File: src/rtl/freq_band_detector_if.sv
// Sample stream in, band/window status out, bundled for freq_band_detector.
interface freq_band_detector_if #(
  parameter int SAMPLE_W = 16,
  parameter int CNT_W    = 16
);
  logic signed [SAMPLE_W-1:0] sample_data;
  logic                       sample_valid;
  logic [2:0]                 freq_flag_freq_flag;
  logic                       window_done;
  logic [CNT_W-1:0]           crossing_count;

  modport master (
    output sample_data, sample_valid,
    input  freq_flag_freq_flag, window_done, crossing_count
  );

  modport slave (
    input  sample_data, sample_valid,
    output freq_flag_freq_flag, window_done, crossing_count
  );
endinterface

File: src/rtl/freq_band_detector.sv
// Counts hysteretic rising zero crossings per window of samples, classifies the window
// into a pitch band and publishes it once two consecutive windows agree.
module freq_band_detector #(
  parameter int SAMPLE_W    = 16,
  parameter int WINDOW      = 4800,
  parameter int CNT_W       = 16,
  parameter int HYST        = 256,
  parameter int SILENCE_THR = 512,
  parameter int T1          = 10,
  parameter int T2          = 30,
  parameter int T3          = 80,
  parameter int T4          = 200
) (
  input  logic clk_clk,
  input  logic reset_reset_n,
  freq_band_detector_if.slave bus
);
  localparam int IDX_W = (WINDOW > 2) ? $clog2(WINDOW) : 1;

  localparam logic signed [SAMPLE_W-1:0] HYST_P  = SAMPLE_W'(HYST);
  localparam logic signed [SAMPLE_W-1:0] HYST_N  = SAMPLE_W'(-HYST);
  localparam logic signed [SAMPLE_W-1:0] MOST_NEG = {1'b1, {(SAMPLE_W-1){1'b0}}};
  localparam logic [SAMPLE_W-2:0]        MAG_MAX = '1;
  localparam logic [SAMPLE_W-2:0]        SIL     = (SAMPLE_W-1)'(SILENCE_THR);
  localparam logic [CNT_W-1:0]           CNT_MAX = '1;
  localparam logic [IDX_W-1:0]           LAST_IDX = IDX_W'(WINDOW - 1);
  localparam logic [4*CNT_W-1:0]         THR = {CNT_W'(T4), CNT_W'(T3), CNT_W'(T2), CNT_W'(T1)};

  typedef enum logic [1:0] {ARM_IDLE, ARM_NEG, ARM_POS} arm_t;

  arm_t              arm_reg, arm_next;
  logic [IDX_W-1:0]  idx_reg, idx_next;
  logic [CNT_W-1:0]  cross_reg, cross_next;
  logic [SAMPLE_W-2:0] peak_reg, peak_next;
  logic [2:0]        cand_reg, cand_next;
  logic [2:0]        prev_cand_reg, prev_cand_next;
  logic [2:0]        flag_reg, flag_next;
  logic              done_reg, done_next;
  logic [CNT_W-1:0]  count_reg, count_next;

  logic signed [SAMPLE_W-1:0] s;
  logic [SAMPLE_W-1:0]        neg_s;
  logic [SAMPLE_W-2:0]        mag;
  logic                       cross_inc;
  logic [CNT_W-1:0]           cross_acc;
  logic [SAMPLE_W-2:0]        peak_acc;
  logic [3:0]                 ge;
  logic [2:0]                 band;

  assign s     = bus.sample_data;
  assign neg_s = -s;

  always_comb begin
    mag = s[SAMPLE_W-2:0];
    if (s == MOST_NEG) begin
      mag = MAG_MAX;
    end else if (s[SAMPLE_W-1]) begin
      mag = neg_s[SAMPLE_W-2:0];
    end
  end

  assign cross_inc = (arm_reg == ARM_NEG) && (s > HYST_P);
  assign cross_acc = (cross_inc && cross_reg != CNT_MAX) ? cross_reg + 1'b1 : cross_reg;
  assign peak_acc  = (mag > peak_reg) ? mag : peak_reg;

  // Thresholds are strictly increasing, so the band is 1 + thresholds reached.
  for (genvar gi = 0; gi < 4; gi++) begin : g_thr
    assign ge[gi] = (cross_acc >= THR[gi*CNT_W +: CNT_W]);
  end

  assign band = (peak_acc < SIL) ? 3'd0
              : 3'd1 + 3'(ge[0]) + 3'(ge[1]) + 3'(ge[2]) + 3'(ge[3]);

  always_ff @(posedge clk_clk) begin
    if (!reset_reset_n) begin
      arm_reg       <= ARM_IDLE;
      idx_reg       <= '0;
      cross_reg     <= '0;
      peak_reg      <= '0;
      cand_reg      <= '0;
      prev_cand_reg <= '0;
      flag_reg      <= '0;
      done_reg      <= 1'b0;
      count_reg     <= '0;
    end else begin
      arm_reg       <= arm_next;
      idx_reg       <= idx_next;
      cross_reg     <= cross_next;
      peak_reg      <= peak_next;
      cand_reg      <= cand_next;
      prev_cand_reg <= prev_cand_next;
      flag_reg      <= flag_next;
      done_reg      <= done_next;
      count_reg     <= count_next;
    end
  end

  always_comb begin
    arm_next       = arm_reg;
    idx_next       = idx_reg;
    cross_next     = cross_reg;
    peak_next      = peak_reg;
    cand_next      = cand_reg;
    prev_cand_next = prev_cand_reg;
    flag_next      = flag_reg;
    done_next      = 1'b0;
    count_next     = count_reg;

    // Agreement runs the edge after a close and sees the cand registered then.
    if (done_reg) begin
      prev_cand_next = cand_reg;
      if (cand_reg == prev_cand_reg) begin
        flag_next = cand_reg;
      end
    end

    if (bus.sample_valid) begin
      case (arm_reg)
        ARM_IDLE: begin
          if (s > HYST_P)      arm_next = ARM_POS;
          else if (s < HYST_N) arm_next = ARM_NEG;
        end
        ARM_NEG:  if (s > HYST_P) arm_next = ARM_POS;
        ARM_POS:  if (s < HYST_N) arm_next = ARM_NEG;
        default:  arm_next = ARM_IDLE;
      endcase

      if (idx_reg == LAST_IDX) begin
        cand_next  = band;
        count_next = cross_acc;
        done_next  = 1'b1;
        idx_next   = '0;
        cross_next = '0;
        peak_next  = '0;
      end else begin
        idx_next   = idx_reg + 1'b1;
        cross_next = cross_acc;
        peak_next  = peak_acc;
      end
    end
  end

  assign bus.freq_flag_freq_flag = flag_reg;
  assign bus.window_done         = done_reg;
  assign bus.crossing_count      = count_reg;
endmodule

File: src/flat_wrapper.sv
// flat-port wrapper written by rule: the top's interface ports become plain ports
module freq_band_detector_flat 
#(
  parameter int SAMPLE_W    = 16,
  parameter int WINDOW      = 4800,
  parameter int CNT_W       = 16,
  parameter int HYST        = 256,
  parameter int SILENCE_THR = 512,
  parameter int T1          = 10,
  parameter int T2          = 30,
  parameter int T3          = 80,
  parameter int T4          = 200
)
  (clk_clk, reset_reset_n, bus_sample_data, bus_sample_valid, bus_freq_flag_freq_flag, bus_window_done, bus_crossing_count);
  freq_band_detector_if #(.SAMPLE_W(SAMPLE_W), .CNT_W(CNT_W)) bus_i ();
  input  logic clk_clk;
  input  logic reset_reset_n;
  input wire logic [$bits(bus_i.sample_data)-1:0] bus_sample_data;
  input wire logic [$bits(bus_i.sample_valid)-1:0] bus_sample_valid;
  output wire logic [$bits(bus_i.freq_flag_freq_flag)-1:0] bus_freq_flag_freq_flag;
  output wire logic [$bits(bus_i.window_done)-1:0] bus_window_done;
  output wire logic [$bits(bus_i.crossing_count)-1:0] bus_crossing_count;
  assign bus_i.sample_data = bus_sample_data;
  assign bus_i.sample_valid = bus_sample_valid;
  assign bus_freq_flag_freq_flag = bus_i.freq_flag_freq_flag;
  assign bus_window_done = bus_i.window_done;
  assign bus_crossing_count = bus_i.crossing_count;
  freq_band_detector #(.SAMPLE_W(SAMPLE_W), .WINDOW(WINDOW), .CNT_W(CNT_W), .HYST(HYST), .SILENCE_THR(SILENCE_THR), .T1(T1), .T2(T2), .T3(T3), .T4(T4)) u_core (.clk_clk(clk_clk), .reset_reset_n(reset_reset_n), .bus(bus_i));
endmodule
File: config.mk
export PLATFORM = sky130hd
export DESIGN_NAME = freq_band_detector_flat
export DESIGN_NICKNAME = d
export VERILOG_FILES = /design/src/rtl/freq_band_detector_if.sv /design/src/rtl/freq_band_detector.sv /design/src/flat_wrapper.sv
export SDC_FILE = /design/constraint.sdc
export NUM_CORES = 1
export LEC_CHECK = 0
export BUFFER_PORTS_ARGS = -buffer_cell sky130_fd_sc_hd__clkbuf_2
export CAP_MARGIN = 20
export CELL_PAD_IN_SITES_DETAIL_PLACEMENT = 1
export CELL_PAD_IN_SITES_GLOBAL_PLACEMENT = 1
export CORE_ASPECT_RATIO = 1.1
export CORE_MARGIN = 5
export CORE_UTILIZATION = 30
export CTS_CLUSTER_DIAMETER = 120
export CTS_CLUSTER_SIZE = 8
export DETAILED_ROUTE_END_ITERATION = 6
export PLACE_DENSITY = 0.54
export SLEW_MARGIN = 0
export SYNTH_ARGS = -nofsm -noshare
export SYNTH_HDL_FRONTEND = slang
export SYNTH_SLANG_ARGS = --single-unit
File: constraint.sdc
create_clock -name clk_clk -period 6.6 [get_ports clk_clk]
set_input_delay 0.66 -clock clk_clk [delete_from_list [all_inputs] [get_ports clk_clk]]
set_output_delay 0.66 -clock clk_clk [all_outputs]
set_load 0.05 [all_outputs]
After elaboration in Yosys (flattened, before gate mapping):

Index checks and enable logic that the tools add are counted.
Widths: inputs -> output; s select.

* output and inout port bits: 20
* input bits: 19
* word-level logic and storage cells: 51
* flip-flop bits (word level): 72

* equality and inequality tests: 7
* add/subtract/negate cells: 7
* order comparisons: 8
* multiplexer cells: 13
* reductions and logical operators: 7

Operator list (count)
* $mux 15: 4
* $mux 16: 2
* $add 16x1->16 const B: 1
* $eq 16x16->1 const B: 1
* $ge 16x4->1 const B: 1
* $ge 16x5->1 const B: 1
* $ge 16x7->1 const B: 1
* $ge 16x8->1 const B: 1
* $gt 16x10->1 const B: 1
* $lt 16x9->1 const B: 1
* $ne 16x16->1 const B: 1
* $gt 15x15->1: 1
* $lt 15x10->1 const B: 1
* $neg 15->15: 1
* $add 13x1->13 const B: 1
* $eq 13x13->1 const B: 1
* $mux 13: 1
* $add 3x1->3: 3
* $reduce_and 2->1: 4
* $mux 2: 3
* $pmux 2 s3: 1
* $eq 3x3->1: 1
* $mux 3: 1
* $add 1x1->2 const A: 1
* other kinds (6): 7

Longest topological paths before layout:

Gate-level depths: netlist of run 1.

* word-level depth: 10
* gate-level depth with buffers: 17
* depth with buffers taken out: 15

Least setup slack after synthesis of run 1:

Ideal clock, no wire load.

* kind: input port to flip-flop
* start point: input bus_sample_data[0]
* end point: register u_core.cand_reg[1]
* arrival: 4.196 ns
* setup time: 0.117 ns
* data required time: 6.483 ns
* cell stages on the path: 13
* path buffers: 0
* slack: 2.287 ns
* path through: inv_1 ha_1 or4b_1 o41ai_4 a21o_1 nor3_1 or4b_4 nor4_4 and4_1 fa_1 ha_1 fa_1 a22o_1

* word-level cells in the longest chain between the ends: 10
* elaborated cells between the ends (all ways): 20
* those cells by class: add/sub: 5; order compare: 7; eq/ne: 1; mux: 5; reduce/logical: 2

RTL lines
* from (decl): line flat_wrapper.sv:18 `input wire logic [$bits(bus_i.sample_data)-1:0] bus_sample_data;`
* $gt 16x10->1: line freq_band_detector.sv:62 `assign cross_inc = (arm_reg == ARM_NEG) && (s > HYST_P);`
* $logic_and 1x1->1: line freq_band_detector.sv:62
* $logic_and 1x1->1: line freq_band_detector.sv:63 `assign cross_acc = (cross_inc && cross_reg != CNT_MAX) ? cross_reg + 1'b1 : cross_reg;`
* $mux 16: line freq_band_detector.sv:63
* $ge 16x4->1: line freq_band_detector.sv:68 `assign ge[gi] = (cross_acc >= THR[gi*CNT_W +: CNT_W]);`
* $add 1x1->2: line freq_band_detector.sv:72 `: 3'd1 + 3'(ge[0]) + 3'(ge[1]) + 3'(ge[2]) + 3'(ge[3]);`
* $add 3x1->3 (3 in a row): line freq_band_detector.sv:72
* $mux 3 *: line freq_band_detector.sv:71 `assign band = (peak_acc < SIL) ? 3'd0`
* to (signal assigned): line freq_band_detector.sv:90 `cand_reg <= cand_next;`
* to (decl): line freq_band_detector.sv:35 `logic [2:0] cand_reg, cand_next;`

Mark *: on every way between the ends. The rest lies on a longest branch, timed or not.
A chain may end at the register's enable or synchronous reset.

Final worst setup path of run 1:

Same ends and word-level chain as after synthesis.

==> results by group, run 1 <==
GRT
  – First-pass GRT wire length: slightly above 20,000 microns
  – Largest net degree at the start of global routing: 40
  – GRT overflow: 0
  – Antenna violations before repair: 0
  – Total GRT Usage: between 10% and 20%
  – Vias in the first global route: just over 4,000

Floorplanning
  – Die area: between 15,000 and 20,000 sq um
  – Core box area: about 14,000 sq um
  – I/O Pins: 39
  – Starting Density: a little under a third
  – Die W: around 120 microns
  – Vert. Die Dim: 136 microns
  – Row Count: 46

Logic synthesis
  – Syn Std Cell Area: between 4000 and 5000 sq um
  – Commonest cells post-synth: dfxtp_1 (72), nor2_1 (65), nand2_1 (45), inv_1 (26), clkbuf_1 (24)
  – Yosys top cell by area: dfxtp_1
  – Cell variety after synth: 67
  – Synth area leaders: dfxtp_1 (33%), nor2_1 (5.6%), ha_1 (5.5%)
  – FF+latch count, synth: slightly above 70
  – Register area share after synthesis: about a third
  – Main flop type after synthesis: dfxtp_1
  – Most frequent cell after synthesis: dfxtp_1
  – Synth Warn #: 0
  – Mapped Nets: 569
  – Asr flop ratio synth: 0%
  – Post-synth EDFFs: 0
  – Mean area per synthesized cell: ~8.2 sq um
  – Share of the synthesized area in the top cell type: 33.2%
  – Syn Inst Count: around 530

CTS
  – Post-CTS sizing: 0
  – Num CTS Buffers: 9
  – TritonCTS clock tree: yes
  – CTS root buf: clkbuf_16
  – CTS sink cnt: 72
  – H-tree depth: 3
  – Clock transition at path regs: roughly 0.060 ns
  – Worst-Skew Late Latency: 0.34 ns
  – Post-CTS Setup Bufs: 0
  – CTS hold repair buffers: 0
  – CTS Buffer Depth: 2

Drt
  – DR iter-0 viols: around 150
  – Via density: between 5 and 6
  – Via count: 3,877
  – DRT Wirelength: roughly 12,000 microns
  – Pre-antenna DRT Iters: 4
  – # DRC: 0
  – Post-route ant nets: 0
  – WL/cell: 16.0 microns

Finish
  – Area growth syn-to-layout: 13.8%
  – Nets@finish: just under 600
  – N_diodes: 0
  – Layout cells sized above 1: 13.5%
  – Final instance area: slightly below 5000 sq um
  – Fin cells: 749
  – Layout Utilization: 34.5%
  – Fill count: around 1,700

Placed design
  – Buffers on Ports: 38
  – Dpl ws: between 1.5 and 2 ns
  – Dpl hpwl: between 9000 and 10,000 microns
  – Final GP Congestion: 0.809
  – DP Area: approximately 4700 sq um
  – Cell count after placement: 734

Hold path
  – Min-Delay Path Class: reg2reg
  – Hold Path End: u_core.bus.freq_flag_freq_flag[2]
  – Hold Path Depth: 2
  – Hold Crit Start: u_core.bus.freq_flag_freq_flag[2]

Critical path
  – R2R Setup Slk: approximately 2.4 ns
  – Crit. End Element: register
  – CP arrival: ~4.7 ns
  – CP required: approximately 6.8 ns
  – Crit path kind: in2reg
  – Max FO, Critical Path: 10
  – R2r worst-path depth: 10
  – RR Endpoint: u_core.cand_reg[1]
  – Startpoint types: input port
  – Worst flop-to-flop path startpoint: u_core.cross_reg[2]

Power
  – Power per cell area: 205 nW/um^2
  – Pwr Total: a little over 1 mW
  – Pleak: 1.86 nW
  – Worst VDD drop: between 0.1 and 0.15 mV

Timing
  – Worst hold slack: 0.474 ns
  – Final period utilization: 68.4%
  – Final Hold Fails: 0
  – Setup TNS Final: 0 ns
  – Min cycle time layout: ~4.5 ns
  – Worst slew pin tran: roughly 0.73 ns
  – Max Fclk: 222 MHz
  – Slew Limit Fails: 0
  – Unrepaired setup endpoints after global routing: no
  – Slew headroom: between 50% and 60%
  – Final setup vio count: 0
  – Skew final: approximately 0.0085 ns
  – Final worst slack: about 2.1 ns

Flow run
  – Max Cap Viol: 0

Outcome
  – Status: complete, no violations
==> worst max-delay path, cell delays in order <==
cell      delay (ns)
clkbuf_2        0.11
inv_1           0.07
ha_1            0.20
or4b_1          0.54
o41ai_4         0.36
a21oi_1         0.32
nand3_1         0.18
or4b_4          0.48
nor4_4          0.28
and4_1          0.28
fa_1            0.40
ha_1            0.22
fa_1            0.43
a22o_1          0.20
==> cells by family (layout without fill, tap and decap cells) <==
kind of cell,after synthesis,in the layout,synth area share (%)
AND/OR/NAND/NOR,211,211,25.1
AO/OA/AOI/OAI,124,124,20.8
flip-flops,72,72,33.2
buffers and inverters,55,83,4.89
XOR/XNOR,33,33,6.65
adder cells (fa/ha/maj),21,21,6.39
multiplexers,13,13,3.02
==> final cells by class <==
cell class | count | area (sq um) | area share [%]
clock buffers | 10 | 229 | 4.63
repair buffers | 42 | 220 | 4.45
inverters | 26 | 97.6 | 1.97
multi-input cells | 402 | 2700 | 54.5
clock inverters | 5 | 25.0 | 0.506
well taps | 192 | 240 | 4.85
flip-flops and latches | 72 | 1440 | 29.1
==> worst max-delay path by stage <==
stage,startpoint,end,slack [ns],cells after the start
global placement,bus_sample_data[0],u_core.cand_reg[1],1.81,14
floorplan,bus_sample_data[0],u_core.cand_reg[1],2.29,13
CTS,bus_sample_data[0],u_core.cand_reg[1],2.05,14
global route,bus_sample_data[1],u_core.cand_reg[1],1.81,14
detailed placement,bus_sample_data[0],u_core.cand_reg[1],1.69,14
finish,bus_sample_data[0],u_core.cand_reg[1],2.09,14
==> power by group <==
group	leakage, nW	internal, mW	switching [mW]
registers	0.583	0.448	0.00870
clock network	0.132	0.248	0.180
logic	1.15	0.0494	0.0777
total	1.86	0.746	0.266
==> cells in the final DEF, fill, tap and decap left out, types with 6 or more instances in the layout <==
| cell type | n |
|---|---|
| dfxtp_1 | 72 |
| nor2_1 | 64 |
| nand2_1 | 45 |
| clkbuf_2 | 38 |
| inv_1 | 26 |
| o21ai_0 | 22 |
| nand3_1 | 20 |
| xor2_1 | 20 |
| ha_1 | 19 |
| a22o_1 | 18 |
| a21oi_1 | 17 |
| nand4_1 | 16 |
| a211oi_1 | 14 |
| nor3_1 | 13 |
| xnor2_1 | 13 |
| mux2i_1 | 12 |
| clkbuf_16 | 9 |
| nor2b_1 | 8 |
| o211ai_1 | 6 |
| o21a_1 | 6 |
==> routing by layer <==
metal	up-vias	part of all wire, %	track usage (%)
met5	-	0	0
met3	13	2.1	3.26
met2	28	48	25.8
met1	1877	48	18.8
li1	1959	-	-
met4	0	1.4	4.38
No activity file was read; power rests on OpenSTA's default activity.
==> inputs of run 2 (changes only) <==
PLACE_DENSITY = 0.56   (was 0.54)
clock period = 3.9 ns   (was 6.6 ns; I/O delays follow)
==> results by group, run 2 (synthesis results as in run 1) <==
Drt
  – # DRC: 0 (unchanged)
  – DR iter-0 viols: 145 (unchanged)
  – Post-route ant nets: 0 (unchanged)
  – DRT Wirelength: 13,100 microns (+9.1%)
  – WL/cell: 16.1 microns (+0.62%)
  – Via count: 4,144 (+6.9%)
  – Via density: 5.10 (-1.4%)
  – Pre-antenna DRT Iters: 4 (unchanged)

CTS
  – H-tree depth: 3 (unchanged)
  – CTS root buf: clkbuf_16
  – Clock transition at path regs: 0.06 ns (about the same)
  – Num CTS Buffers: 9 (unchanged)
  – TritonCTS clock tree: yes
  – CTS hold repair buffers: 0 (unchanged)
  – CTS sink cnt: 72 (unchanged)
  – CTS Buffer Depth: 2 (unchanged)
  – Worst-Skew Late Latency: 0.34 ns (about the same)

Finish
  – Area growth syn-to-layout: 28.0%
  – Final instance area: 5570 sq um (+12%)
  – Most frequent cells in the layout: dfxtp_1 (68), nor2_1 (64), buf_4 (63)
  – Fill count: 1,692 (-1.7%)
  – Layout cells sized above 1: 24.5% (+11 points)
  – Multi-input gate area: 2730 sq um (+1.3%)
  – Reg area: 1450 sq um (+0.35%)
  – Nets@finish: 655 (+10%)
  – Commonest non-fill, non-tap cell in the layout: dfxtp_1
  – N_diodes: 0 (unchanged)

Critical path
  – Startpoint types: input port
  – CP required: 4.12 ns (-2.71 ns)
  – Crit. End Element: register
  – Crit-path cells: buf_6 -> inv_2 -> ha_4 -> or4b_4 -> o41ai_4 -> buf_4 -> a21o_1 -> nor3_2 -> or4b_4 -> nor4_4 -> nand3_1 -> fa_1 -> ha_2 -> fa_2 -> a22o_1
  – Crit-path most repeated cell: or4b_4
  – Max FO, Critical Path: 5 (-5)
  – CP arrival: 4.13 ns (-0.61 ns)
  – CP peak stage delay: 0.55 ns (about the same)
  – Crit path kind: in2reg
  – Slowest-stage cell, CP: fa_1

Power
  – Worst VDD drop: 0.302 mV (+130%)
  – Power per cell area: 345 nW/um^2 (+69%)
  – Pleak: 2.21 nW (+19%)

GRT
  – Antenna violations before repair: 0 (unchanged)
  – Vias in the first global route: 4,349 (+6.9%)
  – First-pass GRT wire length: 21,800 microns (+5.1%)
  – GRT overflow: 0 (unchanged)
  – Largest net degree at the start of global routing: 39 (-2.5%)
  – Total GRT Usage: 15.8% (+0.78 points)

Outcome
  – Failing checks: setup timing
  – Status: finished with violations

Floorplanning
  – Core box area: 14,300 sq um (unchanged)
  – I/O Pins: 39 (unchanged)
  – Starting Density: 30.3% (unchanged)
  – Row Count: 46 (unchanged)
  – Die area: 17,000 sq um (unchanged)
  – Vert. Die Dim: 136 microns (unchanged)
  – Die W: 125 microns (unchanged)

Timing
  – Final setup vio count: 1 (+1)
  – Final worst slack: -0.00546 ns (-2.09 ns)
  – Skew final: 0.00706 ns (-0.00141 ns)
  – Worst hold slack: 0.441 ns (-0.0322 ns)
  – Worst slew pin tran: 0.672 ns (-0.0633 ns)
  – Final period utilization: 100%
  – Unrepaired setup endpoints after global routing: yes
  – Slew headroom: 54.9% (+3.9 points)
  – Min cycle time layout: approximately 3.9 ns
  – Final Hold Fails: 0 (unchanged)
  – Slew Limit Fails: 0 (unchanged)
  – Max Fclk: around 260 MHz

Hold path
  – Min-Delay Path Class: in2reg

Placed design
  – Final GP Congestion: 0.838 (+3.6%)
  – Dpl hpwl: 9970 microns (+9.7%)
  – DP Area: 5160 sq um (+10%)
  – Buffers on Ports: 38 (unchanged)

Flow run
  – Max Cap Viol: 0 (unchanged)
==> run 2: cell count changes in the layout (fill, tap and decap cells not counted), sizes merged <==
cell	before	now
clkbuf	48	46
bufinv	0	2
clkinv	5	3
clkinvlp	0	1
buf	4	68
==> run 2: worst max-delay path, delay by kind of cell <==
family          cells  cell delay [ns]
compound gates      3             0.59
simple gates        5             1.51
buf+inv             3             0.34
fa+ha+maj           4             1.28
==> run 2: what timing repair did <==
| action | 4_1_cts | 5_1_grt |
|---|---|---|
| endpoints found under the setup margin | 2 | 2 |
| resized for setup | 2 | 13 |
| setup buffers | 1 | 4 |
| pin swaps | 0 | 1 |
==> run 2: layout make-up <==
cell class                      instances  area share, %
Clock inverter                          6           1.48
Inverter                               26           1.80
Sequential cell                        72           26.0
Tap cell                              192           4.32
Multi-Input combinational cell        402           49.1
Timing Repair Buffer                  104           13.1
Clock buffer                           10           4.29
==> run 2: final timing paths <==
path	cells after the start	slack (ns)	endpoint	startpoint
setup / recovery	15	-0.005	u_core.cand_reg[1]	bus_sample_data[1]
setup reg to reg	11	0	u_core.cand_reg[1]	u_core.cross_reg[6]
hold reg to reg	1	0.48	u_core.peak_reg[11]	u_core.peak_reg[11]
hold / removal	2	0.44	u_core.cross_reg[9]	reset_reset_n
==> run 2: routing by layer <==
layer | vias up | track usage [%] | share of wire [%]
met5 | - | 0 | 0
li1 | 2079 | - | -
met4 | 0 | 3.96 | 1.4
met3 | 10 | 4.09 | 2.8
met1 | 2016 | 18.8 | 45
met2 | 39 | 28.2 | 51
==> run 2: through the flow <==
step | setup slack, ns | util, % | TNS [ns] | instances | total power, mW
after floorplan | -0.0732 | - | -0.0732 | 529 | 0.938
after global placement | -0.317 | 36.0 | -0.537 | 791 | 1.02
after detailed placement | -0.462 | 36.0 | -0.920 | 791 | 1.04
after CTS | -0.0392 | 38.4 | -0.0392 | 808 | 1.95
after global routing | -0.152 | 38.8 | -0.156 | 812 | 2.02
final | -0.00546 | 38.8 | -0.00546 | 812 | 1.92
==> run 2: report_power, final <==
| part | internal (mW) | total [mW] | switching, mW |
|---|---|---|---|
| Clock | 0.574 | 0.894 | 0.320 |
| Sequential | 0.758 | 0.772 | 0.0144 |
| Combinational | 0.110 | 0.252 | 0.142 |
| Total | 1.44 | 1.92 | 0.477 |
==> inputs of run 3 (changes only) <==
ABC_AREA = 1   (was not set)
PLACE_DENSITY = 0.59   (was 0.56)
==> results by group, run 3 <==
Timing
  – Final worst slack: 0.404 ns (+0.410 ns)
  – Unrepaired setup endpoints after global routing: no
  – Slew Limit Fails: 0 (unchanged)
  – Setup TNS Final: 0 ns (+0.00546 ns)
  – Final period utilization: 89.6% (-11 points)
  – Skew final: 0.00788 ns (+0.000823 ns)
  – Final setup vio count: 0 (-1)
  – Slew headroom: 44.0% (-11 points)
  – Worst slew pin tran: 0.839 ns (+0.167 ns)
  – Final Hold Fails: 0 (unchanged)
  – Min cycle time layout: 3.50 ns (-0.410 ns)
  – Max Fclk: 286 MHz (+12%)

Critical path
  – Startpoint types: register
  – CP required: 4.19 ns (+0.07 ns)
  – Crit path kind: reg2reg
  – Slowest-stage cell, CP: fa_1
  – Max FO, Critical Path: 19 (+14)
  – Crit-path most repeated cell: nand2_1
  – R2r worst-path depth: 21 (+10)
  – Worst flop-to-flop path startpoint: u_core.cross_reg[0]
  – CP arrival: 3.79 ns (-0.34 ns)
  – R2R Setup Slk: 0.40 ns (+0.40 ns)
  – CP peak stage delay: 0.48 ns (-0.07 ns)
  – Crit. End Element: register
  – RR Endpoint: u_core.cand_reg[1]
  – Crit-path cells: ha_1 -> nand2_2 -> inv_2 -> nand2_4 -> nor2_4 -> nand2_4 -> nor2_8 -> nor2_8 -> nand2_1 -> nand2_1 -> nor2_1 -> nand3_1 -> nor2_2 -> nand2_1 -> fa_1 -> ha_1 -> fa_1 -> inv_1 -> nor2_1 -> nand2_1 -> nand2_1

Logic synthesis
  – Yosys top cell by area: dfxtp_1
  – FF+latch count, synth: 72 (unchanged)
  – Register area share after synthesis: 31.4% (-1.7 points)
  – Post-synth EDFFs: 0 (unchanged)
  – Mean area per synthesized cell: 6.39 sq um (-22%)
  – Mapped Nets: 758 (+33%)
  – Cell variety after synth: 39 (-42%)
  – Syn Std Cell Area: 4590 sq um (+5.5%)
  – Syn Inst Count: 718 (+36%)
  – Asr flop ratio synth: 0% (unchanged)
  – Commonest cells post-synth: nand2_1 (237), inv_1 (93), dfxtp_1 (72), nor2_1 (66), a21oi_1 (53)
  – Synth area leaders: dfxtp_1 (31%), nand2_1 (19%), inv_1 (7.6%)
  – Most frequent cell after synthesis: nand2_1
  – Share of the synthesized area in the top cell type: 31.4% (-1.7 points)
  – Synth Warn #: 0 (unchanged)
  – Main flop type after synthesis: dfxtp_1

Power
  – Pwr Total: 1.87 mW (-2.3%)
  – Worst VDD drop: 0.212 mV (-30%)
  – Power per cell area: 354 nW/um^2 (+2.6%)
  – P_sw: 534 uW (+12%)
  – Pleak: 2.46 nW (+11%)
  – Pint: 1.34 mW (-7.0%)
  – Combinational share of power: 13.6% (+0.4 points)
  – Clock share of power: 45.6% (-1.0 points)
  – Seq pwr share: 40.8% (+0.5 points)
  – Switching share of power: 28.5% (+3.6 points)

Drt
  – WL/cell: 14.2 microns (-12%)
  – Post-route ant nets: 0 (unchanged)
  – Pre-antenna DRT Iters: 4 (unchanged)
  – # DRC: 0 (unchanged)
  – DR iter-0 viols: 172 (+19%)
  – Via count: 4,587 (+11%)
  – DRT Wirelength: 13,600 microns (+3.6%)
  – Via density: 4.78 (-6.3%)

Flow run
  – Max Cap Viol: 0 (unchanged)

Hold path
  – Min-Delay Path Class: in2reg
  – Hold Path End: u_core.bus.freq_flag_freq_flag[0]
  – Hold Path Depth: 3 (+1)
  – Hold Crit Start: reset_reset_n

Placed design
  – DP Area: 5000 sq um (-3.2%)
  – Final GP Congestion: 0.791 (-5.6%)
  – Cell count after placement: 943 (+19%)
  – Buffers on Ports: 38 (unchanged)
  – Dpl hpwl: 10,500 microns (+4.9%)
  – Dpl ws: 0.157 ns (+0.619 ns)

CTS
  – Post-CTS sizing: 0 (-2)
  – CTS hold repair buffers: 0 (unchanged)
  – Clock transition at path regs: 0.06 ns (about the same)
  – CTS root buf: clkbuf_16
  – Worst-Skew Late Latency: 0.35 ns (about the same)
  – Post-CTS Setup Bufs: 0 (-1)
  – Num CTS Buffers: 9 (unchanged)
  – CTS Buffer Depth: 2 (unchanged)
  – H-tree depth: 3 (unchanged)
  – TritonCTS clock tree: yes
  – CTS sink cnt: 72 (unchanged)

Finish
  – Final instance area: 5300 sq um (-4.7%)
  – Area growth syn-to-layout: 15.6%
  – Reg area: 1440 sq um (-0.35%)
  – Most frequent cells in the layout: nand2_1 (237), inv_1 (93), dfxtp_1 (72)
  – Nets@finish: 798 (+22%)
  – Fin cells: 959 (+18%)
  – Layout cells sized above 1: 12.6% (-12 points)
  – Commonest non-fill, non-tap cell in the layout: nand2_1
  – Multi-input gate area: 2690 sq um (-1.5%)
  – N_diodes: 0 (unchanged)
  – Fill count: 1,978 (+17%)

Floorplanning
  – Core box area: 15,100 sq um (+5.0%)
  – Row Count: 47 (+2.2%)
  – Die area: 17,900 sq um (+5.1%)
  – Die W: 128 microns (+2.5%)
  – Starting Density: 30.5% (+0.14 points)
  – Vert. Die Dim: 140 microns (+2.5%)
  – I/O Pins: 39 (unchanged)

GRT
  – Total GRT Usage: 15.9% (+0.18 points)
  – Largest net degree at the start of global routing: 42 (+7.7%)
  – GRT overflow: 0 (unchanged)
  – Vias in the first global route: 4,811 (+11%)
  – Antenna violations before repair: 0 (unchanged)
  – First-pass GRT wire length: 23,000 microns (+5.7%)

Outcome
  – Status: complete, no violations
==> run 3: layout make-up <==
type	count	share of cell area [%]
well taps	196	4.62
multi-input cells	530	50.7
inverters	99	7.01
clock inverters	7	1.49
flip-flops and latches	72	27.2
repair buffers	46	4.72
clock buffers	9	4.25
==> run 3: routing by layer <==
layer	global-route usage, %	part of all wire (%)
met5	0	0
met4	4.19	1.3
met3	3.07	2.4
met2	30.0	53
met1	18.1	44
==> run 3: logic make-up after synthesis <==
family / Yosys count / synth area share, %
xor gates and xnor gates: 20 / 3.82
DFF: 72 / 31.4
and+or+nand+nor: 393 / 37.4
buffers and inverters: 116 / 9.93
adders and majority gates: 21 / 6.06
AOI/OAI and AO/OA: 96 / 11.4
==> run 3: metrics by stage <==
stage / hold WS (ns) / util, %
finish: 0.344 / 35.2
global route: 0.360 / 35.2
CTS: 0.330 / 35.2
detailed placement: 0.445 / 33.2
global placement: 0.447 / 33.2
floorplan: 0.426 / -
==> run 3: critical path: cells and delay by family, from the launching register on <==
kind,cells,cell delay [ns]
AND/OR/NAND/NOR,15,1.48
buffers and inverters,2,0.14
flip-flops,1,0.44
adder cells (fa/ha/maj),4,1.39
==> run 3: how the worst max path moves through the flow <==
stage	startpoint	to	cells after the start
finish	u_core.cross_reg[0]	u_core.cand_reg[1]	21
global route	u_core.cross_reg[0]	u_core.cand_reg[1]	21
CTS	u_core.cross_reg[0]	u_core.cand_reg[1]	21
detailed placement	bus_sample_data[0]	u_core.cand_reg[1]	22
global placement	bus_sample_data[0]	u_core.cand_reg[1]	19
floorplan	bus_sample_data[1]	u_core.cand_reg[1]	21
==> run 3: power groups by stage <==
stage | Combinational (mW) | Clock [mW] | Sequential [mW]
3_5_place_dp | 0.260 | 0 | 0.781
2_1_floorplan | 0.182 | 0 | 0.778
3_3_place_gp | 0.252 | 0 | 0.780
6_report | 0.256 | 0.855 | 0.764
5_1_grt | 0.302 | 0.919 | 0.766
4_1_cts | 0.263 | 0.885 | 0.764
